### src/rtl/rv32_pkg.sv
// Shared encodings for the multi-cycle RV32I core: FSM states, ALUOp codes,
// opcodes and datapath mux selects used by the control FSM and alu_control.
package rv32_pkg;

  typedef enum logic [3:0] {
    S_FETCH   = 4'd0,
    S_DECODE  = 4'd1,
    S_EXEC_R  = 4'd2,
    S_EXEC_I  = 4'd3,
    S_LUI     = 4'd4,
    S_ADDR    = 4'd5,
    S_MEM_RD  = 4'd6,
    S_MEM_WR  = 4'd7,
    S_WB_ALU  = 4'd8,
    S_WB_MEM  = 4'd9,
    S_BRANCH  = 4'd10,
    S_JAL     = 4'd11,
    S_JALR    = 4'd12,
    S_TRAP    = 4'd13
  } state_t;

  localparam logic [1:0] ALUOP_ADD    = 2'b00;
  localparam logic [1:0] ALUOP_BRANCH = 2'b01;
  localparam logic [1:0] ALUOP_RTYPE  = 2'b10;
  localparam logic [1:0] ALUOP_ITYPE  = 2'b11;

  localparam logic [6:0] OP_RTYPE = 7'b0110011;
  localparam logic [6:0] OP_ITYPE = 7'b0010011;
  localparam logic [6:0] OP_LOAD  = 7'b0000011;
  localparam logic [6:0] OP_STORE = 7'b0100011;
  localparam logic [6:0] OP_BRANCH = 7'b1100011;
  localparam logic [6:0] OP_JAL   = 7'b1101111;
  localparam logic [6:0] OP_JALR  = 7'b1100111;
  localparam logic [6:0] OP_LUI   = 7'b0110111;
  localparam logic [6:0] OP_AUIPC = 7'b0010111;
  localparam logic [6:0] OP_FENCE = 7'b0001111;

  localparam logic [1:0] SRC_A_PC   = 2'd0;
  localparam logic [1:0] SRC_A_RS1  = 2'd1;
  localparam logic [1:0] SRC_A_ZERO = 2'd2;

  localparam logic [1:0] SRC_B_RS2  = 2'd0;
  localparam logic [1:0] SRC_B_FOUR = 2'd1;
  localparam logic [1:0] SRC_B_IMM  = 2'd2;

  localparam logic [1:0] PCSRC_ALU    = 2'd0;
  localparam logic [1:0] PCSRC_ALUOUT = 2'd1;
  localparam logic [1:0] PCSRC_JALR   = 2'd2;

  localparam logic [1:0] WB_ALUOUT = 2'd0;
  localparam logic [1:0] WB_MDR    = 2'd1;
  localparam logic [1:0] WB_PC     = 2'd2;

  // AUIPC skips execute because DECODE already left pc_old+imm in ALUOut;
  // FENCE retires straight out of DECODE and is therefore handled by the caller.
  function automatic state_t decode_target(input logic [6:0] op);
    case (op)
      OP_RTYPE:           decode_target = S_EXEC_R;
      OP_ITYPE:           decode_target = S_EXEC_I;
      OP_LOAD, OP_STORE:  decode_target = S_ADDR;
      OP_BRANCH:          decode_target = S_BRANCH;
      OP_JAL:             decode_target = S_JAL;
      OP_JALR:            decode_target = S_JALR;
      OP_LUI:             decode_target = S_LUI;
      OP_AUIPC:           decode_target = S_WB_ALU;
      OP_FENCE:           decode_target = S_FETCH;
      default:            decode_target = S_TRAP;
    endcase
  endfunction

endpackage

### src/rtl/multicycle_control.sv
// Main control FSM of the multi-cycle RV32I core: sequences fetch, decode,
// execute, memory and writeback, stalling on the mem_req/mem_ready handshake.
module multicycle_control
  import rv32_pkg::*;
(
  input  logic       clk,
  input  logic       rst,
  input  logic [6:0] opcode,
  input  logic       mem_ready,
  output logic       mem_req,
  output logic       mem_we,
  output logic       iord,
  output logic       ir_write,
  output logic       pc_write,
  output logic       pc_write_cond,
  output logic [1:0] pc_source,
  output logic [1:0] ALUOp,
  output logic [1:0] alu_src_a,
  output logic [1:0] alu_src_b,
  output logic       reg_write,
  output logic [1:0] wb_sel,
  output logic       instr_retired,
  output logic       illegal,
  output logic [3:0] state
);

  state_t state_q;
  state_t state_d;

  always_ff @(posedge clk) begin
    if (rst) state_q <= S_FETCH;
    else     state_q <= state_d;
  end

  always_comb begin
    state_d = state_q;
    case (state_q)
      S_FETCH:  if (mem_ready) state_d = S_DECODE;
      S_DECODE: state_d = decode_target(opcode);
      S_EXEC_R, S_EXEC_I, S_LUI: state_d = S_WB_ALU;
      S_ADDR:   state_d = (opcode == OP_STORE) ? S_MEM_WR : S_MEM_RD;
      S_MEM_RD: if (mem_ready) state_d = S_WB_MEM;
      S_MEM_WR: if (mem_ready) state_d = S_FETCH;
      S_WB_ALU, S_WB_MEM, S_BRANCH, S_JAL, S_JALR: state_d = S_FETCH;
      S_TRAP:   state_d = S_TRAP;
      default:  state_d = S_FETCH;
    endcase
  end

  // Everything is forced low while rst is high so an aborted instruction
  // can neither write state nor keep a memory request alive.
  always_comb begin
    mem_req       = 1'b0;
    mem_we        = 1'b0;
    iord          = 1'b0;
    ir_write      = 1'b0;
    pc_write      = 1'b0;
    pc_write_cond = 1'b0;
    pc_source     = PCSRC_ALU;
    ALUOp         = ALUOP_ADD;
    alu_src_a     = SRC_A_PC;
    alu_src_b     = SRC_B_RS2;
    reg_write     = 1'b0;
    wb_sel        = WB_ALUOUT;
    instr_retired = 1'b0;
    illegal       = 1'b0;
    if (!rst) begin
      case (state_q)
        S_FETCH: begin
          mem_req   = 1'b1;
          alu_src_b = SRC_B_FOUR;
          ir_write  = mem_ready;
          pc_write  = mem_ready;
        end
        S_DECODE: begin
          alu_src_b     = SRC_B_IMM;
          instr_retired = (opcode == OP_FENCE);
        end
        S_EXEC_R: begin
          alu_src_a = SRC_A_RS1;
          ALUOp     = ALUOP_RTYPE;
        end
        S_EXEC_I: begin
          alu_src_a = SRC_A_RS1;
          alu_src_b = SRC_B_IMM;
          ALUOp     = ALUOP_ITYPE;
        end
        S_LUI: begin
          alu_src_a = SRC_A_ZERO;
          alu_src_b = SRC_B_IMM;
        end
        S_ADDR: begin
          alu_src_a = SRC_A_RS1;
          alu_src_b = SRC_B_IMM;
        end
        S_MEM_RD: begin
          mem_req = 1'b1;
          iord    = 1'b1;
        end
        S_MEM_WR: begin
          mem_req       = 1'b1;
          mem_we        = 1'b1;
          iord          = 1'b1;
          instr_retired = mem_ready;
        end
        S_WB_ALU: begin
          reg_write     = 1'b1;
          instr_retired = 1'b1;
        end
        S_WB_MEM: begin
          reg_write     = 1'b1;
          wb_sel        = WB_MDR;
          instr_retired = 1'b1;
        end
        S_BRANCH: begin
          alu_src_a     = SRC_A_RS1;
          ALUOp         = ALUOP_BRANCH;
          pc_write_cond = 1'b1;
          pc_source     = PCSRC_ALUOUT;
          instr_retired = 1'b1;
        end
        S_JAL: begin
          pc_write      = 1'b1;
          pc_source     = PCSRC_ALUOUT;
          reg_write     = 1'b1;
          wb_sel        = WB_PC;
          instr_retired = 1'b1;
        end
        S_JALR: begin
          alu_src_a     = SRC_A_RS1;
          alu_src_b     = SRC_B_IMM;
          pc_write      = 1'b1;
          pc_source     = PCSRC_JALR;
          reg_write     = 1'b1;
          wb_sel        = WB_PC;
          instr_retired = 1'b1;
        end
        S_TRAP: illegal = 1'b1;
        default: ;
      endcase
    end
  end

  assign state = rst ? 4'd0 : state_q;

endmodule

### config.mk
export PLATFORM = sky130hd
export DESIGN_NAME = multicycle_control
export DESIGN_NICKNAME = d
export VERILOG_FILES = /design/src/rtl/rv32_pkg.sv /design/src/rtl/multicycle_control.sv
export SDC_FILE = /design/constraint.sdc
export NUM_CORES = 1
export LEC_CHECK = 0
export ABC_AREA = 1
export CELL_PAD_IN_SITES_DETAIL_PLACEMENT = 1
export CELL_PAD_IN_SITES_GLOBAL_PLACEMENT = 2
export CORE_AREA = 2 2 70 72
export DETAILED_ROUTE_END_ITERATION = 7
export DIE_AREA = 0 0 72 74
export PLACE_DENSITY_LB_ADDON = 0.1
export SYNTH_ARGS = -nofsm -noshare
export SYNTH_HDL_FRONTEND = slang
export SYNTH_SLANG_ARGS = --single-unit
export TNS_END_PERCENT = 100
### constraint.sdc
create_clock -name clk -period 1.4 [get_ports clk]
set_clock_uncertainty 0.15 [all_clocks]
set_input_delay 0.14 -clock clk [delete_from_list [all_inputs] [get_ports clk]]
set_output_delay 0.14 -clock clk [all_outputs]
set_load 0.01 [all_outputs]
==> results by stage <==
CTS:
- Clock latency on the worst-skew pair, taken at its later pin, is 0.21 ns.
- The longest clock path from root to sink contains 2 buffers.
- The clock tree root buffer cell is sky130_fd_sc_hd__clkbuf_8.
- The quantity of hold-fixing buffers added after cts is 0.
- The clock buffer count from CTS is 3.
- In this run the number of H-tree levels came out at 1.
- The TritonCTS clock tree is yes.
- Clock-pin slew was measured on the worst setup and hold paths at 0.03 ns.
- The tree built by TritonCTS fans out to 4 sinks.

Pwr:
- The internal power summed over all cells is 1240 uW.
- The switching part of the total power is 42.9%.
- The maximum resistive drop on vdd is 0.000357 V.
- The share of total power dissipated in sequential elements is 9.6%.
- The analysis attributes to net switching a power of 927 uW.
- For this design the ratio of total power to cell area is 1200 mW/mm^2.
- The leakage component of the power is 0.000918 uW.
- Per report_power, the clock group accounts for 10.9% of the total.
- The proportion of power drawn by combinational gates is 79.5%.
- The total power of the final layout is 2160 uW.

Detailed routing:
- The total routed wirelength is 3.82 mm.
- In the routed design, unresolved DRC markers number 0.
- Dividing the detail-routed wire length by the instance count gives 13.5 um.
- The final route contains 1220 vias.
- The remaining number of nets flagged by the antenna check after routing is 0.
- The detailed-routing iteration count for the pre-antenna-repair pass is 3.
- Dividing the detail-routed via count by the number of cells gives 4.33.
- The detailed router's first-iteration violation count is 11.

Yosys:
- The flip-flop and latch count after synthesis is 4.
- The average instance in the mapped netlist occupies 5.04 um^2.
- The combined area of all synthesized cells is 701 um^2.
- The number of synthesis warnings is 0.
- sky130_fd_sc_hd__nand2_1 takes more of the synthesized area than any other cell.
- The share of async-settable or async-resettable flops after synthesis is 0%.
- The synthesized instance count is 139.
- For this run, the register share of the synthesized area comes to 11.4%.
- The count of distinct cell types in the synthesized netlist is 25.
- By area the synthesized netlist is led by sky130_fd_sc_hd__nand2_1 (22%), sky130_fd_sc_hd__nor2_1 (14%), sky130_fd_sc_hd__dfxtp_1 (11%).
- In the synthesized netlist the dominant register cell turns out to be sky130_fd_sc_hd__dfxtp_1.
- The count of flip-flops with a built-in enable after synthesis is 0.
- Synthesis produced a netlist with a net count of 149.
- The top cell type by area accounts for 22.0% of the synthesized area.

Critical path:
- Along the worst path, the maximum fanout reaches 4.
- At the worst endpoint, the required time is 1.11 ns.
- STA classifies the critical path startpoint as a flip-flop.
- The endpoint type of the worst setup path is an output pin.
- The worst endpoint data arrival time is 1.40 ns.
- The startpoint-to-endpoint class of the critical path is flip-flop to output pin.

Die:
- The die is 72 um wide.
- Pin placement for this block handled 33 I/O pins.
- The vertical extent of the die is 74 um.
- Row generation in the floorplan step produced 25 rows.
- The die covers 0.00533 mm^2.
- The initial utilization of the core area, before any placement, comes to 15.2%.
- The core outline area is 0.00460 mm^2.

Timing:
- Setup repair after global routing could not meet its margin everywhere.
- The number of failing hold endpoints at the final stage is 0.
- At the pin with the least slew margin, the transition time is 0.324 ns.
- Final hold analysis gives a worst-case slack of 0.472 ns.
- The highest achievable clock rate is 590 MHz.
- The final count of pins violating max slew is 0.
- Summed over all failing endpoints, the final setup total negative slack is -4.14 ns.
- Measured against its own limit, the worst slew margin works out to 78.4%.
- The worst setup slack after layout is -0.294 ns.
- The worst path in the final design needs a cycle of 1.69 ns, including I/O delays and setup.
- The final number of setup-violating endpoints is 24.
- The worst path uses 121% of the clock period.

Layout:
- In the final layout, the registers with the most flip-flops are state_q: 4 flops.
- The register with the most flip-flops in the layout has 4 of them.
- After the last flow step, the layout net total stands at 240.
- The end-of-flow core utilization is 39.2%.
- Of the cells placed in the final design, the portion with a size suffix greater than 1 is 68.4%.
- The layout has 579 filler cells.
- The area overhead of the layout relative to synthesis is 157%.
- The register bank with the most flops is state_q.
- The final antenna diode count is 0.
- The most frequent standard cell in the layout excluding fill and tap cells is sky130_fd_sc_hd__buf_4.
- The library cells used most frequently in the layout, excluding fill and tap cells, are sky130_fd_sc_hd__buf_4 (36), sky130_fd_sc_hd__nand2_1 (26), sky130_fd_sc_hd__buf_6 (26).

Worst hold path:
- The class of the worst hold path is primary input to flip-flop.

Placed design:
- Timing analysis after detailed placement gives a worst setup slack of -0.645 ns.
- At the end of routability-driven placement, the weighted congestion stood at 0.801.
- The count of port buffers added during placement is 32.
- The detailed placer's ending HPWL is 2.80 mm.

Outcome:
- The checks that failed: negative setup slack.
- The run finished, with violations left.

Global route:
- The global-route wire length before repair is 6.15 mm.
- Global routing consumed, over all layers together, 14.7% of the routing resources.
- Entering global routing, the biggest net connects 17 pins.
- The remaining global-route overflow is 0.
- The number of antenna violations at the first check in global routing is 0.
- The number of global-route vias before repair came to 1307.

Run:
- The number of max-cap violations is 0.
-- synthesized netlist by cell type, types with 2 or more instances --
cell type,count
sky130_fd_sc_hd__a21oi_1,7
sky130_fd_sc_hd__inv_2,6
sky130_fd_sc_hd__nand3_2,3
sky130_fd_sc_hd__clkbuf_1,2
sky130_fd_sc_hd__a41oi_1,2
sky130_fd_sc_hd__nand2_1,41
sky130_fd_sc_hd__inv_1,18
sky130_fd_sc_hd__nor2_1,26
sky130_fd_sc_hd__nor3_1,6
sky130_fd_sc_hd__nor2_2,4
sky130_fd_sc_hd__nand3_1,7
sky130_fd_sc_hd__dfxtp_1,4
-- per-layer routing --
metal  share of wire (%)  GRT usage, %  vias to the layer above
met2                  58          31.0                       23
met4                 2.5          3.77                        0
met3                 2.1         0.813                        8
met5                   0             0                        -
li1                    -             -                      614
met1                  38          15.8                      575
-- cell families after synthesis --
logic type | share of synthesized area, %
simple gates | 57.7
buf+inv | 15.5
compound gates | 15.4
flops | 11.4
-- power groups by stage --
stage | clock [uW] | combinational, uW | sequential, uW
6_report | 236 | 1720 | 207
5_1_grt | 252 | 1860 | 210
4_1_cts | 243 | 1420 | 201
3_5_place_dp | 0 | 1150 | 183
3_3_place_gp | 0 | 1140 | 187
2_1_floorplan | 0 | 487 | 173
-- final cells by class --
cell class | instances | area, um^2 | area share, %
tap | 54 | 67.6 | 3.74
inverter | 24 | 105 | 5.83
sequential | 4 | 92.6 | 5.13
timing repair buffer | 89 | 749 | 41.5
clock buffer | 3 | 41.3 | 2.29
multi-input combinational | 108 | 748 | 41.5
-- path summary, 6_finish.rpt --
kind	start	to	slack [ns]	cells past startpoint
worst min register to register	state_q[2]	state_q[2]	0.59	5
worst max-delay path	state_q[2]	pc_write	-0.29	8
worst max register to register	state_q[3]	state_q[3]	-0.28	10
worst min-delay path	opcode[3]	state_q[3]	0.47	8
-- stage by stage --
| step | std cells | instance area [um^2] |
|---|---|---|
| finish | 282 | 1800 |
| floorplan | 139 | 708 |
| detailed placement | 266 | 1410 |
| CTS | 274 | 1600 |
| global placement | 266 | 1410 |
| global route | 282 | 1800 |
-- timing repair --
action / in CTS / in global routing
resized for setup: 156 / 49
pin swaps: 17 / 22
hold endpoints to repair: 0 / 0
endpoints found under the setup margin: 27 / 27
buffers inserted: 6 / 10
-- worst max-delay path, stage by stage (launching register included) --
cell and delay, ns:
sky130_fd_sc_hd__dfxtp_4 0.35, sky130_fd_sc_hd__buf_6 0.12, sky130_fd_sc_hd__nor2_4 0.15, sky130_fd_sc_hd__nand2_4 0.09, sky130_fd_sc_hd__buf_6 0.13, sky130_fd_sc_hd__inv_4 0.05
sky130_fd_sc_hd__nand2_4 0.05, sky130_fd_sc_hd__a21oi_2 0.12, sky130_fd_sc_hd__buf_2 0.13
No activity file was read; power rests on OpenSTA's default activity.
